## src/rtl/multicycle_control.sv

```systemverilog
// Main control FSM for the multi-cycle MIPS core: sequences the shared ALU,
// the shared memory port and the register file, and decodes every datapath
// strobe from the current state (FETCH also gates its PC/IR loads on ready).
module multicycle_control #(
  parameter bit MEM_WAIT_EN  = 1'b1,
  parameter bit ILLEGAL_TRAP = 1'b1
) (
  input  logic       i_clk,
  input  logic       i_rst_n,
  input  logic [5:0] i_con_Opcode,
  input  logic       i_con_Zero,
  input  logic       i_con_MemReady,
  output logic       o_con_PCWrite,
  output logic       o_con_PCWriteCond,
  output logic       o_con_IorD,
  output logic       o_con_MemRead,
  output logic       o_con_MemWrite,
  output logic       o_con_IRWrite,
  output logic       o_con_MemtoReg,
  output logic       o_con_RegDst,
  output logic       o_con_RegWrite,
  output logic       o_con_AluSrcA,
  output logic [1:0] o_con_AluSrcB,
  output logic [1:0] o_con_AluOp,
  output logic [3:0] o_con_Other,
  output logic [1:0] o_con_PCSource,
  output logic       o_con_ZeroExt,
  output logic       o_con_Illegal,
  output logic [3:0] o_con_State
);

  typedef enum logic [3:0] {
    S_IDLE   = 4'd0,
    S_FETCH  = 4'd1,
    S_DECODE = 4'd2,
    S_MEMADR = 4'd3,
    S_MEMRD  = 4'd4,
    S_MEMWB  = 4'd5,
    S_MEMWR  = 4'd6,
    S_REXEC  = 4'd7,
    S_RWB    = 4'd8,
    S_BRANCH = 4'd9,
    S_IEXEC  = 4'd10,
    S_IWB    = 4'd11,
    S_JUMP   = 4'd12,
    S_TRAP   = 4'd13
  } state_t;

  localparam logic [5:0] OP_RTYPE = 6'd0;
  localparam logic [5:0] OP_J     = 6'd2;
  localparam logic [5:0] OP_BEQ   = 6'd4;
  localparam logic [5:0] OP_LW    = 6'd35;
  localparam logic [5:0] OP_SW    = 6'd43;

  state_t state_q, state_d;
  logic   mem_rdy;

  // The branch comparison is resolved in the datapath through PCWriteCond,
  // so the zero flag is not needed by the sequencer itself.
  logic   unused_zero;
  assign unused_zero = i_con_Zero;

  // With waiting disabled every memory access completes in one cycle.
  assign mem_rdy = MEM_WAIT_EN ? i_con_MemReady : 1'b1;

  // Immediate-op code handed to alu_control for the I-type ALU group.
  function automatic logic [3:0] imm_other(input logic [5:0] op);
    case (op)
      6'd12:   imm_other = 4'd1;
      6'd13:   imm_other = 4'd2;
      6'd14:   imm_other = 4'd3;
      6'd10,
      6'd11:   imm_other = 4'd6;
      default: imm_other = 4'd0;
    endcase
  endfunction

  // State register; reset returns to IDLE so every strobe drops at once.
  always_ff @(posedge i_clk or negedge i_rst_n) begin
    if (!i_rst_n) state_q <= S_IDLE;
    else          state_q <= state_d;
  end

  // Next-state sequencing, including memory stalls and opcode dispatch.
  always_comb begin
    state_d = S_IDLE;
    case (state_q)
      S_IDLE:   state_d = S_FETCH;
      S_FETCH:  state_d = mem_rdy ? S_DECODE : S_FETCH;
      S_DECODE: begin
        case (i_con_Opcode)
          OP_RTYPE: state_d = S_REXEC;
          OP_J:     state_d = S_JUMP;
          OP_BEQ:   state_d = S_BRANCH;
          6'd8, 6'd9, 6'd10, 6'd11,
          6'd12, 6'd13, 6'd14: state_d = S_IEXEC;
          OP_LW, OP_SW:        state_d = S_MEMADR;
          default:  state_d = ILLEGAL_TRAP ? S_TRAP : S_FETCH;
        endcase
      end
      S_MEMADR: begin
        if (i_con_Opcode == OP_LW)      state_d = S_MEMRD;
        else if (i_con_Opcode == OP_SW) state_d = S_MEMWR;
        else                            state_d = S_FETCH;
      end
      S_MEMRD:  state_d = mem_rdy ? S_MEMWB : S_MEMRD;
      S_MEMWB:  state_d = S_FETCH;
      S_MEMWR:  state_d = mem_rdy ? S_FETCH : S_MEMWR;
      S_REXEC:  state_d = S_RWB;
      S_RWB:    state_d = S_FETCH;
      S_BRANCH: state_d = S_FETCH;
      S_IEXEC:  state_d = S_IWB;
      S_IWB:    state_d = S_FETCH;
      S_JUMP:   state_d = S_FETCH;
      S_TRAP:   state_d = S_FETCH;
      default:  state_d = S_IDLE;
    endcase
  end

  // Datapath strobes decoded from the current state.
  always_comb begin
    o_con_PCWrite     = 1'b0;
    o_con_PCWriteCond = 1'b0;
    o_con_IorD        = 1'b0;
    o_con_MemRead     = 1'b0;
    o_con_MemWrite    = 1'b0;
    o_con_IRWrite     = 1'b0;
    o_con_MemtoReg    = 1'b0;
    o_con_RegDst      = 1'b0;
    o_con_RegWrite    = 1'b0;
    o_con_AluSrcA     = 1'b0;
    o_con_AluSrcB     = 2'd0;
    o_con_AluOp       = 2'b00;
    o_con_Other       = 4'd0;
    o_con_PCSource    = 2'd0;
    o_con_ZeroExt     = 1'b0;
    o_con_Illegal     = 1'b0;
    case (state_q)
      S_FETCH: begin
        o_con_MemRead = 1'b1;
        o_con_AluSrcB = 2'd1;
        o_con_PCWrite = mem_rdy;
        o_con_IRWrite = mem_rdy;
      end
      S_DECODE: o_con_AluSrcB = 2'd3;
      S_MEMADR: begin
        o_con_AluSrcA = 1'b1;
        o_con_AluSrcB = 2'd2;
      end
      S_MEMRD: begin
        o_con_MemRead = 1'b1;
        o_con_IorD    = 1'b1;
      end
      S_MEMWB: begin
        o_con_RegWrite = 1'b1;
        o_con_MemtoReg = 1'b1;
      end
      S_MEMWR: begin
        o_con_MemWrite = 1'b1;
        o_con_IorD     = 1'b1;
      end
      S_REXEC: begin
        o_con_AluSrcA = 1'b1;
        o_con_AluOp   = 2'b10;
      end
      S_RWB: begin
        o_con_RegWrite = 1'b1;
        o_con_RegDst   = 1'b1;
      end
      S_BRANCH: begin
        o_con_AluSrcA     = 1'b1;
        o_con_AluOp       = 2'b01;
        o_con_PCWriteCond = 1'b1;
        o_con_PCSource    = 2'd1;
      end
      S_IEXEC: begin
        o_con_AluSrcA = 1'b1;
        o_con_AluSrcB = 2'd2;
        o_con_AluOp   = 2'b11;
        o_con_Other   = imm_other(i_con_Opcode);
        o_con_ZeroExt = (i_con_Opcode >= 6'd12) && (i_con_Opcode <= 6'd14);
      end
      // ALU controls stay as in IEXEC so alu_control sees a steady op.
      S_IWB: begin
        o_con_RegWrite = 1'b1;
        o_con_AluOp    = 2'b11;
        o_con_Other    = imm_other(i_con_Opcode);
        o_con_ZeroExt  = (i_con_Opcode >= 6'd12) && (i_con_Opcode <= 6'd14);
      end
      S_JUMP: begin
        o_con_PCWrite  = 1'b1;
        o_con_PCSource = 2'd2;
      end
      S_TRAP:  o_con_Illegal = 1'b1;
      default: ;
    endcase
  end

  assign o_con_State = state_q;

endmodule

```

## config.mk

```make
export PLATFORM = sky130hd
export DESIGN_NAME = multicycle_control
export DESIGN_NICKNAME = d
export VERILOG_FILES = /design/src/rtl/multicycle_control.sv
export SDC_FILE = /design/constraint.sdc
export NUM_CORES = 1
export LEC_CHECK = 0
export ABC_AREA = 1
export BUFFER_PORTS_ARGS = -buffer_cell sky130_fd_sc_hd__buf_2
export CAP_MARGIN = 10
export CORE_UTILIZATION = 44
export CTS_BUF_LIST = sky130_fd_sc_hd__clkbuf_2
export DETAILED_ROUTE_END_ITERATION = 16
export PLACE_DENSITY_LB_ADDON = 0.08
export SLEW_MARGIN = 25
export SYNTH_ARGS = -nofsm -noshare
export SYNTH_HDL_FRONTEND = slang
export SYNTH_SLANG_ARGS = --single-unit
```

## constraint.sdc

```tcl
create_clock -name i_clk -period 1.52 [get_ports i_clk]
set_clock_uncertainty 0.15 [all_clocks]
set_input_delay 0.076 -clock i_clk [delete_from_list [all_inputs] [get_ports i_clk]]
set_output_delay 0.076 -clock i_clk [all_outputs]
set_load 0.02 [all_outputs]
```

After elaboration in Yosys (flattened, before gate mapping) --
Cells that the tools add are included.
Storage, ports and cells: register bits after elaboration 4, bits in latches 0, bits in writable memories 0, memory bits (read-only) 0, output and inout port bits 26, logic and storage cells 64, memories kept 0
Operators by class: $add $sub $neg 0, multiply operators 0, divide/modulo/power cells 0, order comparisons 2, equality and inequality tests 24, shift operators 0, muxes and demuxes 24, bitwise logic cells 0, reductions and logical operators 13
Operators by type and width (number):
- 6-bit by 4-bit == test with 1-bit output, second input constant | 7
- 4-bit one-hot mux with 8 select lines | 1
- 4-bit == test, second input constant | 6
- 4-bit one-hot mux with 5 select lines | 1
- 4-bit by 3-bit == test with 1-bit output, second input constant | 4
- 7-bit OR reduction | 2
- 6-bit == test, second input constant | 2
- 1-bit two-way mux | 12
- 3-bit two-way mux | 4
- 2-bit one-hot mux with 3 select lines | 2
- 3-bit one-hot mux with 4 select lines | 1
- 2-bit OR reduction | 6
- 4-bit by 2-bit == test with 1-bit output, second input constant | 2
- 6-bit by 2-bit == test with 1-bit output, second input constant | 1
- 6-bit by 3-bit == test with 1-bit output, second input constant | 1
- 6-bit by 4-bit greater-or-equal comparator with 1-bit output, second input constant | 1
- 6-bit by 4-bit <= comparator with 1-bit output, second input constant | 1
- 6-bit zero test | 1
- 4-bit by 1-bit == test with 1-bit output, second input constant | 1
- 4-bit zero test | 1
- 2-bit one-hot mux with 2 select lines | 1
- 4-bit OR reduction | 1
- 3-bit OR reduction | 1
- 2-bit two-way mux | 1
- other kinds (2) | 2

Longest topological paths before layout --
Gate-level depths: netlist of the first run.
depth after elaboration 4, mapped depth 9, mapped depth without buffers 9

Worst setup path before layout of the first run --
OpenSTA, ideal clock, no wires.
path type register -> output, start point register state_q[3] (netlist: o_con_State[3]), end point output o_con_RegWrite, data arrival time 1468 ps, slack -174 ps, stages on the path, launching flop included 7, path through dfrtp_1 inv_1 nor2_1 inv_1 nor2_1 nor2_1 o21ai_0
Between the ends: cells in the longest elaborated chain, start to end 3, elaborated cells between the ends (all ways) 5, classes of those cells 3 x eq/ne; 1 x mux; 1 x reduce/logical
RTL lines:
- start: declaration | RTL line 55 | state_t state_q, state_d;
- start signal: assignment | RTL line 81 | else state_q <= state_d;
- 4-bit == test or 4-bit by 3-bit == test with 1-bit output (tied branches) | RTL line 138 | case (state_q)
- 3-bit OR reduction (no source line) (*)
- 1-bit two-way mux (*) | RTL line 138
- end: declaration | RTL line 21 | output logic o_con_RegWrite,
Every way passes the cells marked *; elsewhere a longest branch is shown, timed or not.

Worst setup path after layout of the first run --
start point register state_q[0] (netlist: o_con_State[0]), end point output o_con_AluOp[1]
Between the ends: cells in the longest elaborated chain, start to end 3, elaborated cells between the ends (all ways) 6, classes of those cells 4 x eq/ne; 1 x mux; 1 x reduce/logical
RTL lines:
- 4-bit == test | RTL line 138
- 2-bit OR reduction (no source line)
- 2-bit one-hot mux with 3 select lines (*) | RTL line 138
- end: declaration | RTL line 24 | output logic [1:0] o_con_AluOp,
Marks and branches as above.

==> results of run 1 <==
## synthesized netlist by cell type
library cell and n:
a21oi_1 2, a22oi_1 1, a31o_2 1, buf_4 2
clkinv_1 1, conb_1 1, dfrtp_1 4, inv_1 22
nand2_1 28, nand2_2 2, nand3_1 10, nand3_2 1
nand3b_1 1, nand4_1 4, nor2_1 19, nor2_2 2
nor2_4 2, nor3_1 3, nor3_2 1, o21ai_0 5
o21ai_1 1, or2_1 1
## kinds of logic after synthesis
kind of cell / after synthesis
and+or+nand+nor: 74
buffers and inverters: 25
AOI/OAI and AO/OA: 10
DFF: 4
other: 1
## how the worst max path moves through the flow
stage,cells past startpoint,start,endpoint
floorplan,4,o_con_State[1]$_DFF_PN0_,o_con_AluSrcB[1]
global placement,5,o_con_State[2]$_DFF_PN0_,o_con_Other[1]
detailed placement,7,o_con_State[3]$_DFF_PN0_,o_con_RegWrite
CTS,6,o_con_State[3]$_DFF_PN0_,o_con_Other[1]
global route,5,o_con_State[0]$_DFF_PN0_,o_con_PCWrite
finish,4,o_con_State[0]$_DFF_PN0_,o_con_AluOp[1]
## per-layer routing
metal / global-route usage, % / vias to the layer above
met5: 0 / -
met2: 66.7 / 91
met3: 2.31 / 29
met4: 11.2 / 0
met1: 27.2 / 453
li1: - / 455
## timing repair
item	in CTS	in global routing
setup endpoints to repair	16	22
buffers inserted	6	3
hold endpoints to repair	4	0
gates resized for setup	34	41
hold buffers	1	0
pin swaps	4	9
## power breakdown
| part | internal [mW] | switching [mW] | leakage (nW) |
|---|---|---|---|
| clock network | 0.0695 | 0.0613 | 0.0166 |
| logic | 0.769 | 1.19 | 0.574 |
| registers | 0.160 | 0.112 | 0.0474 |
| total | 0.998 | 1.36 | 0.639 |
## area by class of cell
cell class / count / share of cell area [%]
well taps: 15 / 1.61
multi-input cells: 85 / 48.0
inverters: 23 / 8.06
flip-flops and latches: 4 / 8.92
repair buffers: 48 / 31.7
clock buffers: 4 / 1.72
## through the flow
| step | power, mW | utilization, % | instances | hold slack (ns) |
|---|---|---|---|---|
| CTS | 1.86 | 78.5 | 176 | 0.0248 |
| floorplan | 1.01 | - | 114 | -0.370 |
| global placement | 1.41 | 65.3 | 165 | -0.270 |
| detailed placement | 1.43 | 65.3 | 165 | -0.266 |
| global route | 2.45 | 89.4 | 179 | 0.0239 |
| finish | 2.36 | 89.4 | 179 | 0.0163 |
==> impl_metrics.yaml, run 1 <==
run_status:
  outcome: "complete, but fails checks"
  violations: "setup timing"
routing:
  m1WireLength_um: 960
  met3WireLength_um: 258
  firstDrtPassIters: 4
  top_layer: "met4"
  vias_per_cell: 5.74
  num_vias: 1028
  wl_met2_mm: 1.39
  drc: 0
  routed_wl_mm: 2.83
  wl_per_cell_um: 15.8
  drt_iter0_drc: 41
  ant_nets: 0
sta:
  rsz0062_at_grt: "true"
  fin_crit_sh_pct: 111
  min_period_ns: 1.69
  hold_viol: 0
  fin_ws_ns: -0.175
  fmax_ghz: 0.590
  finalSetupViolations: 14
  finalSetupTns_ns: -1.20
  final_max_slew_viol_count: 0
global_routing:
  first_global_vias: 820
  grt_pass1_wl_mm: 3.21
  grt_antenna_before_repair: 0
  grt_usage_pct: 30.5
  gr-total-overflow: 0
  grt_start_max_net_pins: 9
synthesis:
  synth_fa_ha_area_share_pct: 0
  yosysSeqAreaShare_pct: 16.4
  syn_area_um2: 609
  yosys_warnings: 0
  synth_compound_area_share_pct: 9.24
  yosys_register_bits: 4
  synth_top_family_by_area: "simple AND/OR/NAND/NOR gates"
  synth_nets: 124
  avgSynthCellArea_um2: 5.35
  syn_inst: 114
  post-synth-top-area-cell: "nand2_1"
  synth_mux_area_share_pct: 0
  synth_xor_area_share_pct: 0
  yosys.area.top_type_share_pct: 17.2
  synth-simple-area-share_pct: 57.1
  ys_top_cells_by_area: "nand2_1 17%, dfrtp_1 16%, inv_1 14%, nor2_1 12%, nand3_1 8.2%"
  synth.distinct_cells: 22
clocking:
  cts.sinks: 4
  cts_max_path_buffers: 2
  cts_tree: "done"
  clk_latency_ns: 0.24
  htreeDepth: 1
  clock-root-buffer: "clkbuf_2"
  cts_buffers: 3
  cts.clk_slew.worst_paths_ns: 0.08
setup_path:
  cp_max_fo: 5
  critPathSlowestCell: "dfrtp_2"
  cp_data_required_time_ns: 1.29
  cp_slowest_stage_delay_ns: 0.48
  end_kind: "output port"
  ff2ff_path_depth: 9
  crit_buf_inv: 2
  path_delay_family: "flip-flops"
  r2r_start: "o_con_State[3]$_DFF_PN0_"
  worstSetupPathType: "register to output port"
  worstPathCellList: "nand2_2 -> buf_4 -> o21ai_0 -> buf_2"
  worstPathArrival_ns: 1.47
  rrSetupSlack_ns: -0.06
  startpoint_type: "register"
  rr_endpoint: "o_con_State[0]$_DFF_PN0_"
final_layout:
  fillCellCount: 61
  diodes: 0
  largest_reg_flops: 4
  multiInputGateArea_um2: 558
  design_area_mm2: 0.00116
  drive_above_1_share_pct: 58.5
  final_cell_mix: "22 x buf_4, 21 x nand2_1, 14 x buf_2"
  register_area_um2: 104
  finalNetCount: 175
  areaGrowthSynthToFinish_pct: 91.0
  layout_commonest_cell: "buf_4"
floorplan:
  die_w_um: 39.2
  start_util_pct: 46.8
  pin_count: 36
  die_y_um: 39.2
  std_cell_rows: 13
  core_area_mm2: 0.00130
  dieArea_mm2: 0.00154
pwr:
  leakage_nw: 0.639
  ir_drop_uv: 1180
  p_per_area_mw_per_mm2: 2030
min_path:
  hp-class: "input port to async pin"
place:
  place_congestion: 0.795
  pre_cts_slack_ns: 0.0484
  placed_area_um2: 850
  dp_hpwl_mm: 1.47
  io_buffers: 33
flow_run:
  cap_viol_max_count: 0
No activity file was read; power rests on OpenSTA's default activity.
==> run 2, diff against run 1 <==
TNS_END_PERCENT = 50   (was not set)
==> impl_metrics.yaml, run 2 (synthesized netlist as in run 1, its figures left out) <==
final_layout:
  drive_above_1_share_pct: 54.3
  final_cell_mix: "23 x nand2_1, 23 x buf_2, 17 x buf_4"
  design_area_mm2: 0.00105
  areaGrowthSynthToFinish_pct: 72.7
  largest_reg_flops: 4
  finalNetCount: 174
  final_util_pct: 80.9
  diodes: 0
  final_cells: 177
place:
  place_congestion: 0.747
  pre_cts_slack_ns: 0.0405
  dp_hpwl_mm: 1.43
  placed_area_um2: 840
  io_buffers: 33
  dp.cells: 164
setup_path:
  cp_data_required_time_ns: 1.29
  cp_max_fo: 4
  worstSetupPathType: "register to output port"
  worstPathArrival_ns: 1.39
  critPathSlowestCell: "dfrtp_2"
  cp_slowest_stage_delay_ns: 0.46
  startpoint_type: "register"
  worstPathCellList: "inv_4 -> nor2_4 -> buf_4 -> a22oi_2 -> nand3b_1 -> buf_6"
  path_delay_family: "flip-flops"
  end_kind: "output port"
  crit_buf_inv: 3
routing:
  drc: 0
  routed_wl_mm: 2.42
  ant_nets: 0
  vias_per_cell: 5.32
  wl_per_cell_um: 13.7
  drt_iter0_drc: 19
  num_vias: 941
  firstDrtPassIters: 4
floorplan:
  die_y_um: 39.2
  start_util_pct: 46.8
  std_cell_rows: 13
  dieArea_mm2: 0.00154
  die_w_um: 39.2
  pin_count: 36
  core_area_mm2: 0.00130
clocking:
  clock-root-buffer: "clkbuf_2"
  cts_max_path_buffers: 2
  cts.clk_slew.worst_paths_ns: 0.06
  cts_tree: "done"
  cts.sinks: 4
  cts_buffers: 3
  htreeDepth: 1
  clk_latency_ns: 0.22
sta:
  finalSetupViolations: 11
  hold_viol: 0
  fmax_ghz: 0.618
  rsz0062_at_grt: "true"
  fin_crit_sh_pct: 106
  final_max_slew_viol_count: 0
  min_period_ns: 1.62
  fin_ws_ns: -0.0987
  finalSetupTns_ns: -0.539
global_routing:
  gr-total-overflow: 0
  grt_pass1_wl_mm: 3.01
  grt_start_max_net_pins: 9
  grt_usage_pct: 28.5
  first_global_vias: 767
  grt_antenna_before_repair: 0
pwr:
  leakage_nw: 0.609
  ir_drop_uv: 895
  p_per_area_mw_per_mm2: 1970
run_status:
  violations: "setup timing"
  outcome: "complete, but fails checks"
min_path:
  hp-class: "input port to async pin"
flow_run:
  cap_viol_max_count: 0
==> run 2: power breakdown <==
group,internal [mW],switching (mW)
combinational,0.691,1.01
clock,0.0532,0.0476
sequential,0.162,0.109
==> run 2: timing repair <==
| action | CTS | global route |
|---|---|---|
| gates resized for setup | 27 | 18 |
| pin swaps | 4 | 6 |
| setup buffers | 7 | 2 |
| setup endpoints to repair | 17 | 15 |
| hold endpoints to repair | 4 | 0 |
| hold buffers | 1 | 0 |
==> run 2: final timing paths <==
kind | startpoint | to | slack [ns] | cells past startpoint
min | i_rst_n | o_con_State[3]$_DFF_PN0_ | 0.08 | 2
max in group asynchronous | i_rst_n | o_con_State[2]$_DFF_PN0_ | 0.98 | 2
max reg2reg | o_con_State[3]$_DFF_PN0_ | o_con_State[0]$_DFF_PN0_ | -0.06 | 9
max | o_con_State[3]$_DFF_PN0_ | o_con_AluSrcA | -0.1 | 6
min reg2reg | o_con_State[1]$_DFF_PN0_ | o_con_State[3]$_DFF_PN0_ | 0.64 | 4
min in group i_clk | i_con_Opcode[3] | o_con_State[1]$_DFF_PN0_ | 0.09 | 3
==> run 2: layout make-up <==
| cell class | instances | area [um2] |
|---|---|---|
| flip-flops and latches | 4 | 105 |
| fillers | 89 | 249 |
| inverters | 23 | 90.1 |
| repair buffers | 47 | 320 |
| clock buffers | 3 | 15.0 |
| well taps | 15 | 18.8 |
| multi-input cells | 85 | 503 |
==> run 2: routing by layer <==
layer | global-route usage, % | vias up | part of all wire (%)
met3 | 3.47 | 2 | 4.5
li1 | - | 452 | -
met4 | 2.59 | 0 | 0.41
met5 | 0 | - | 0
met1 | 28.7 | 441 | 41
met2 | 61.3 | 46 | 54
==> run 2: through the flow <==
stage | power, mW | hold slack [ns]
2_1_floorplan | 1.01 | -0.370
3_3_place_gp | 1.39 | -0.270
3_5_place_dp | 1.41 | -0.269
4_1_cts | 1.81 | 0.0484
5_1_grt | 2.18 | 0.0895
6_report | 2.07 | 0.0816
